--- src/rtl/pwm_seq_scheduler.sv ---
// pwm_seq_scheduler
//   Launches PWM/DAC pattern channels one at a time in a programmed slot
//   order. An idle gap is inserted between launches, and the whole order is
//   repeated for a programmed number of passes. Configuration is copied into
//   shadow registers when a start is accepted, so it cannot change while a
//   sequence runs.
//
//   Optional feature, enabled by defining PWM_SEQ_TIMEOUT_EN:
//     If a launched channel does not raise busy within _TO_CYCLES cycles, the
//     sequence is abandoned and the sticky seq_err flag is set.
//
// Ports
//   clk_50M    : system clock
//   rst        : synchronous, active-high reset
//   seq_start  : single-cycle start pulse (accepted only in IDLE)
//   seq_abort  : abort request, level; returns to IDLE with no seq_done
//   seq_order  : slot k channel index at [k*_IDX_W +: _IDX_W]
//   seq_len    : slots per pass, valid range 1.._NUM_CHANNELS
//   gap_cycles : extra idle cycles between launches
//   loop_num   : number of passes, 0 = run until abort
//   pwm_busy   : busy flags from the channels
//   pwm_en     : registered channel enables, at most one bit high
//   seq_busy   : high while a sequence is running
//   seq_done   : one-cycle pulse on normal completion
//   cur_slot   : slot currently being served
//   cur_loop   : completed-pass count
//   seq_err    : sticky busy-rise timeout flag (0 without PWM_SEQ_TIMEOUT_EN)
module pwm_seq_scheduler #(
    parameter int unsigned _NUM_CHANNELS = 4,
    parameter int unsigned _IDX_W        = 2,
    parameter int unsigned _GAP_WIDTH    = 16,
    parameter int unsigned _TO_CYCLES    = 1023
) (
    input  logic                              clk_50M,
    input  logic                              rst,
    input  logic                              seq_start,
    input  logic                              seq_abort,
    input  logic [_NUM_CHANNELS*_IDX_W-1:0]   seq_order,
    input  logic [7:0]                        seq_len,
    input  logic [_GAP_WIDTH-1:0]             gap_cycles,
    input  logic [7:0]                        loop_num,
    input  logic [_NUM_CHANNELS-1:0]          pwm_busy,
    output logic [_NUM_CHANNELS-1:0]          pwm_en,
    output logic                              seq_busy,
    output logic                              seq_done,
    output logic [7:0]                        cur_slot,
    output logic [7:0]                        cur_loop,
    output logic                              seq_err
);

    localparam int unsigned OW = _NUM_CHANNELS * _IDX_W;

    typedef enum logic [2:0] {IDLE, WAIT_BUSY, WAIT_DONE, GAP, DONE} state_t;

    state_t                    state_q, state_d;
    logic [_NUM_CHANNELS-1:0]  en_q, en_d;
    logic [OW-1:0]             order_q, order_d;
    logic [7:0]                len_q, len_d;
    logic [7:0]                loops_q, loops_d;
    logic [_GAP_WIDTH-1:0]     gap_q, gap_d;
    logic [_GAP_WIDTH-1:0]     cnt_q, cnt_d;
    logic [7:0]                slot_q, slot_d;
    logic [7:0]                loop_q, loop_d;

    logic                      launch;
    logic [_NUM_CHANNELS-1:0]  launch_oh;
    logic [_GAP_WIDTH-1:0]     launch_gap;
    logic [_NUM_CHANNELS-1:0]  cur_oh;
    logic                      cur_busy;
    logic [7:0]                loop_inc;

`ifdef PWM_SEQ_TIMEOUT_EN
    localparam int unsigned TO_W = $clog2(_TO_CYCLES + 1);
    logic [TO_W-1:0]           to_q, to_d;
    logic                      err_q, err_d;
    logic                      to_hit;
    assign to_hit = (to_q == TO_W'(_TO_CYCLES - 1));
`endif

    // One-hot enable for the channel in a slot; all-zero when the stored
    // index names no existing channel (such slots are skipped).
    function automatic logic [_NUM_CHANNELS-1:0] slot_onehot(
        input logic [OW-1:0] order,
        input logic [7:0]    slot
    );
        logic [_IDX_W-1:0] idx;
        idx = '0;
        for (int unsigned k = 0; k < _NUM_CHANNELS; k++)
            if (slot == 8'(k))
                idx = order[k*_IDX_W +: _IDX_W];
        slot_onehot = '0;
        for (int unsigned c = 0; c < _NUM_CHANNELS; c++)
            slot_onehot[c] = (idx == _IDX_W'(c));
    endfunction

    assign cur_oh   = slot_onehot(order_q, slot_q);
    assign cur_busy = |(pwm_busy & cur_oh);
    assign loop_inc = loop_q + 8'd1;

    always_comb begin
        state_d    = state_q;
        en_d       = en_q;
        order_d    = order_q;
        len_d      = len_q;
        loops_d    = loops_q;
        gap_d      = gap_q;
        cnt_d      = cnt_q;
        slot_d     = slot_q;
        loop_d     = loop_q;
        launch     = 1'b0;
        launch_oh  = '0;
        launch_gap = gap_q;
`ifdef PWM_SEQ_TIMEOUT_EN
        to_d       = to_q;
        err_d      = err_q;
`endif
        if (state_q != IDLE && seq_abort) begin
            en_d    = '0;
            state_d = IDLE;
        end else begin
            unique case (state_q)
                IDLE: begin
                    if (seq_start && !seq_abort && seq_len != 8'd0 &&
                        seq_len <= 8'(_NUM_CHANNELS)) begin
                        order_d    = seq_order;
                        len_d      = seq_len;
                        gap_d      = gap_cycles;
                        loops_d    = loop_num;
                        slot_d     = '0;
                        loop_d     = '0;
`ifdef PWM_SEQ_TIMEOUT_EN
                        err_d      = 1'b0;
`endif
                        launch     = 1'b1;
                        launch_oh  = slot_onehot(seq_order, 8'd0);
                        launch_gap = gap_cycles;
                    end
                end
                WAIT_BUSY: begin
                    if (cur_busy)
                        state_d = WAIT_DONE;
`ifdef PWM_SEQ_TIMEOUT_EN
                    else if (to_hit) begin
                        err_d   = 1'b1;
                        en_d    = '0;
                        state_d = IDLE;
                    end else
                        to_d = to_q + TO_W'(1);
`endif
                end
                // GAP is entered even when gap_cycles is 0: the advance then
                // happens one edge later, which keeps pwm_en low for exactly
                // gap_cycles+1 cycles, also between launches of one channel.
                WAIT_DONE: begin
                    if (!cur_busy) begin
                        en_d    = '0;
                        cnt_d   = gap_q;
                        state_d = GAP;
                    end
                end
                GAP: begin
                    if (cnt_q != '0)
                        cnt_d = cnt_q - _GAP_WIDTH'(1);
                    else if (slot_q < len_q - 8'd1) begin
                        slot_d    = slot_q + 8'd1;
                        launch    = 1'b1;
                        launch_oh = slot_onehot(order_q, slot_q + 8'd1);
                    end else begin
                        loop_d = loop_inc;
                        if (loops_q != 8'd0 && loop_inc == loops_q)
                            state_d = DONE;
                        else begin
                            slot_d    = '0;
                            launch    = 1'b1;
                            launch_oh = slot_onehot(order_q, 8'd0);
                        end
                    end
                end
                DONE:    state_d = IDLE;
                default: state_d = IDLE;
            endcase

            // A slot naming no channel launches nothing; it is treated as
            // completed immediately and only its gap is served.
            if (launch) begin
                en_d = launch_oh;
                if (launch_oh != '0) begin
                    state_d = WAIT_BUSY;
`ifdef PWM_SEQ_TIMEOUT_EN
                    to_d    = '0;
`endif
                end else begin
                    cnt_d   = launch_gap;
                    state_d = GAP;
                end
            end
        end
    end

    always_ff @(posedge clk_50M) begin
        if (rst) begin
            state_q <= IDLE;
            en_q    <= '0;
            order_q <= '0;
            len_q   <= '0;
            loops_q <= '0;
            gap_q   <= '0;
            cnt_q   <= '0;
            slot_q  <= '0;
            loop_q  <= '0;
`ifdef PWM_SEQ_TIMEOUT_EN
            to_q    <= '0;
            err_q   <= 1'b0;
`endif
        end else begin
            state_q <= state_d;
            en_q    <= en_d;
            order_q <= order_d;
            len_q   <= len_d;
            loops_q <= loops_d;
            gap_q   <= gap_d;
            cnt_q   <= cnt_d;
            slot_q  <= slot_d;
            loop_q  <= loop_d;
`ifdef PWM_SEQ_TIMEOUT_EN
            to_q    <= to_d;
            err_q   <= err_d;
`endif
        end
    end

    assign pwm_en   = en_q;
    assign seq_busy = (state_q != IDLE) && (state_q != DONE);
    assign seq_done = (state_q == DONE);
    assign cur_slot = slot_q;
    assign cur_loop = loop_q;
`ifdef PWM_SEQ_TIMEOUT_EN
    assign seq_err  = err_q;
`else
    assign seq_err  = 1'b0;
`endif

endmodule
--- config.mk ---
export PLATFORM = sky130hd
export DESIGN_NAME = pwm_seq_scheduler
export DESIGN_NICKNAME = d
export VERILOG_FILES = /design/src/rtl/pwm_seq_scheduler.sv
export SDC_FILE = /design/constraint.sdc
export NUM_CORES = 1
export LEC_CHECK = 0
export ABC_AREA = 1
export BUFFER_PORTS_ARGS = -buffer_cell sky130_fd_sc_hd__buf_2
export CAP_MARGIN = 20
export CORE_ASPECT_RATIO = 1.75
export CORE_MARGIN = 1
export CORE_UTILIZATION = 48
export CTS_CLUSTER_DIAMETER = 100
export DETAILED_ROUTE_END_ITERATION = 6
export MAX_ROUTING_LAYER = met4
export PLACE_DENSITY = 0.78
export SLEW_MARGIN = 30
export SYNTH_ARGS = -nofsm -noshare
export SYNTH_HDL_FRONTEND = slang
export SYNTH_SLANG_ARGS = --single-unit
export TNS_END_PERCENT = 50
--- constraint.sdc ---
create_clock -name clk_50M -period 3.32 [get_ports clk_50M]
set_input_delay 0.166 -clock clk_50M [delete_from_list [all_inputs] [get_ports clk_50M]]
set_output_delay 0.166 -clock clk_50M [all_outputs]
set_load 0.02 [all_outputs]
==> metrics <==
number of H-tree levels=3; total of cells resized after clock tree synthesis=0; Yosys reg bits=79; CTS hold repair buffers=0; drt wl/cell=13.65 µm; Die Ht=138.3 µm; worst-margin pin slew=0.8871 ns; average cell area after synthesis=6.433 µm²; # port buffers=69; initial DRC count=229; antenna cell count=0; die area=11,050 µm²; Die X=79.88 µm; Filler cells=1,037; PnR Total Power=2.682 mW; first-pass GRT wire length=21,790 µm; RSZ-0062 raised after global routing=no; Fin. Hold Viols=0; Final Setup Violations=0; commonest cells after routing, fill and taps aside=nand2_1 (202), inv_1 (102), nor2_1 (84); Post-Syn Instances=792; Worst setup EP type=flip-flop; syn_nets=854; Core ar.=10,300 µm²; Max Clock Freq=376.7 MHz; Initial DRT Pass Iterations=5; status=finished clean; I/O Pins=71; Post-DRT Antenna Nets=0; Post-DP HPWL=10,140 µm; initial antenna violation count=0; Area growth syn-to-layout=15.15%; commonest non-fill, non-tap cell in the layout=nand2_1; Crit path required time=3.51 ns; clk root buf=clkbuf_16; CTS buffer count=9; Hold Slack=0.05600 ns; Largest stage delay, worst path=0.49 ns; area of the multi-input gates=2957 µm²; setup total negative slack=0 ns; Final Max Tran Viols=0; maximum root-to-sink buffer count=2; worst min path class=in2reg; crit path launch type=flip-flop; NumNets Final=918; Final Non-Filler Cells=987; Cell Area, Synth=5095 µm²; Max Clock Skew=0.004490 ns; Max-Cap Viols=0; Leak=2.886 nW; Final min period=2.655 ns; drt total wl=13,470 µm; grt ovf=0; DP Cell Count=972; Yosys cell types=46; Crit-path slowest cell=o21ai_2; fin crit share=0.7996; worst path bufs/invs=1; CP cell instances=nor2_1, nand4_1, nor3_1, xor2_1, ha_1, a21oi_1, o21a_1, nand2_1, o21ai_2, inv_1, nor2_1, nor3_1; Non-Filler Cell Area, Final=5867 µm²; post-CTS setup buffers=0; Clock Sinks=79; Remaining DRCs=0; Worst-path clk slew=0.06 ns; Vias=5,267; Slew headroom=0.4079; CP top delay family=simple AND/OR/NAND/NOR gates; Yosys warning count=0; Seq/Total Area, Yosys=0.3104; number of global-route vias before repair=4,913; Global Route Usage Sum=0.2590; CP max FO=14; largest net degree at the start of global routing=35; Initial Utilization=0.4947; placer's final routability congestion estimate=0.9296; Crit Path Category=reg2reg; Via density=5.336; arrival time of the worst setup path=2.85 ns; register area=1582 µm²; VDD IR-drop max=0.0003185 V; CTS tree=yes; cell row count=49; Area after DPL=5535 µm²; share of cells above drive strength 1=0.1698; Pwr per Cell Area=457.2 nW/µm²; latest clock arrival within the worst-skew pair=0.34 ns
per-stage QoR:
| step | setup WS [ns] | utilization |
|---|---|---|
| 2_1_floorplan | 0.9309 | - |
| 3_3_place_gp | 0.7429 | 0.5374 |
| 3_5_place_dp | 0.6683 | 0.5374 |
| 4_1_cts | 0.6538 | 0.5696 |
| 5_1_grt | 0.3888 | 0.5696 |
| 6_report | 0.6654 | 0.5696 |
power breakdown:
group	internal, mW	total, mW	switching (mW)
clock	0.714	1.10	0.385
sequential	0.981	1.01	0.0309
combinational	0.179	0.572	0.393
total	1.87	2.68	0.809
flip-flops by register name, summed over array words and instances, names as in the netlist:
name and cells:
cnt_q 16, gap_q 16, cur_loop 8, cur_slot 8
len_q 8, loops_q 8, order_q 8, pwm_en 4
state_q 3
area by class of cell:
cell class	count	area share
clock buffers	12	0.04543
clock inverters	3	0.01109
inverters	113	0.07251
multi-input cells	575	0.5039
flip-flops and latches	79	0.2696
well taps	127	0.02708
repair buffers	78	0.07038
tightest hold or removal path, delay by kind of cell:
| kind | cells | cell delay [ns] |
|---|---|---|
| AND/OR/NAND/NOR | 2 | 0.11 |
| buffers and inverters | 1 | 0.07 |
routing by layer:
layer  vias up  GRT usage  share of wire
li1       2698          -              -
met1      2406     0.2581           0.38
met2       128     0.4678           0.55
met3        35    0.03630          0.035
met4         0     0.1419          0.036
met5         -          -              0
final timing paths:
kind | slack, ns | from | depth (start not counted) | to
hold reg to reg | 0.45 | gap_q[9] | 2 | gap_q[9]
setup / recovery | 0.67 | len_q[2] | 12 | cur_loop[1]
setup reg to reg | 0.67 | len_q[2] | 12 | cur_loop[1]
hold / removal | 0.06 | seq_order[3] | 3 | order_q[3]
cells by family after synthesis:
group                    share of synthesized area
buffers and inverters                       0.1093
AO/OA/AOI/OAI                               0.1417
AND/OR/NAND/NOR                             0.3863
flip-flops                                  0.3104
other                                    0.0007360
adder cells (fa/ha/maj)                    0.03438
XOR/XNOR                                   0.01719
cell usage after synthesis (all sizes together):
| master | instances | area share |
|---|---|---|
| nor3 | 19 | 0.023 |
| o21a | 2 | 0.0029 |
| a31oi | 2 | 0.0025 |
| xnor2 | 2 | 0.0034 |
| clkinv | 1 | 0.00098 |
| o22ai | 1 | 0.0012 |
| o21bai | 2 | 0.0037 |
| or2 | 2 | 0.0029 |
| a21oi | 51 | 0.055 |
| dfxtp | 79 | 0.31 |
| conb | 1 | 0.00074 |
| inv | 112 | 0.083 |
| nand2 | 212 | 0.16 |
| a211oi | 18 | 0.027 |
| nor2 | 96 | 0.081 |
| buf | 7 | 0.013 |
| xor2 | 8 | 0.014 |
| nand4 | 28 | 0.036 |
| nand3b | 3 | 0.0044 |
| nor4 | 4 | 0.0091 |
| o21ai | 48 | 0.048 |
| clkbuf | 18 | 0.013 |
| ha | 14 | 0.034 |
| a32oi | 1 | 0.0017 |
| nand3 | 61 | 0.068 |
(Power assumes the default switching activity.)
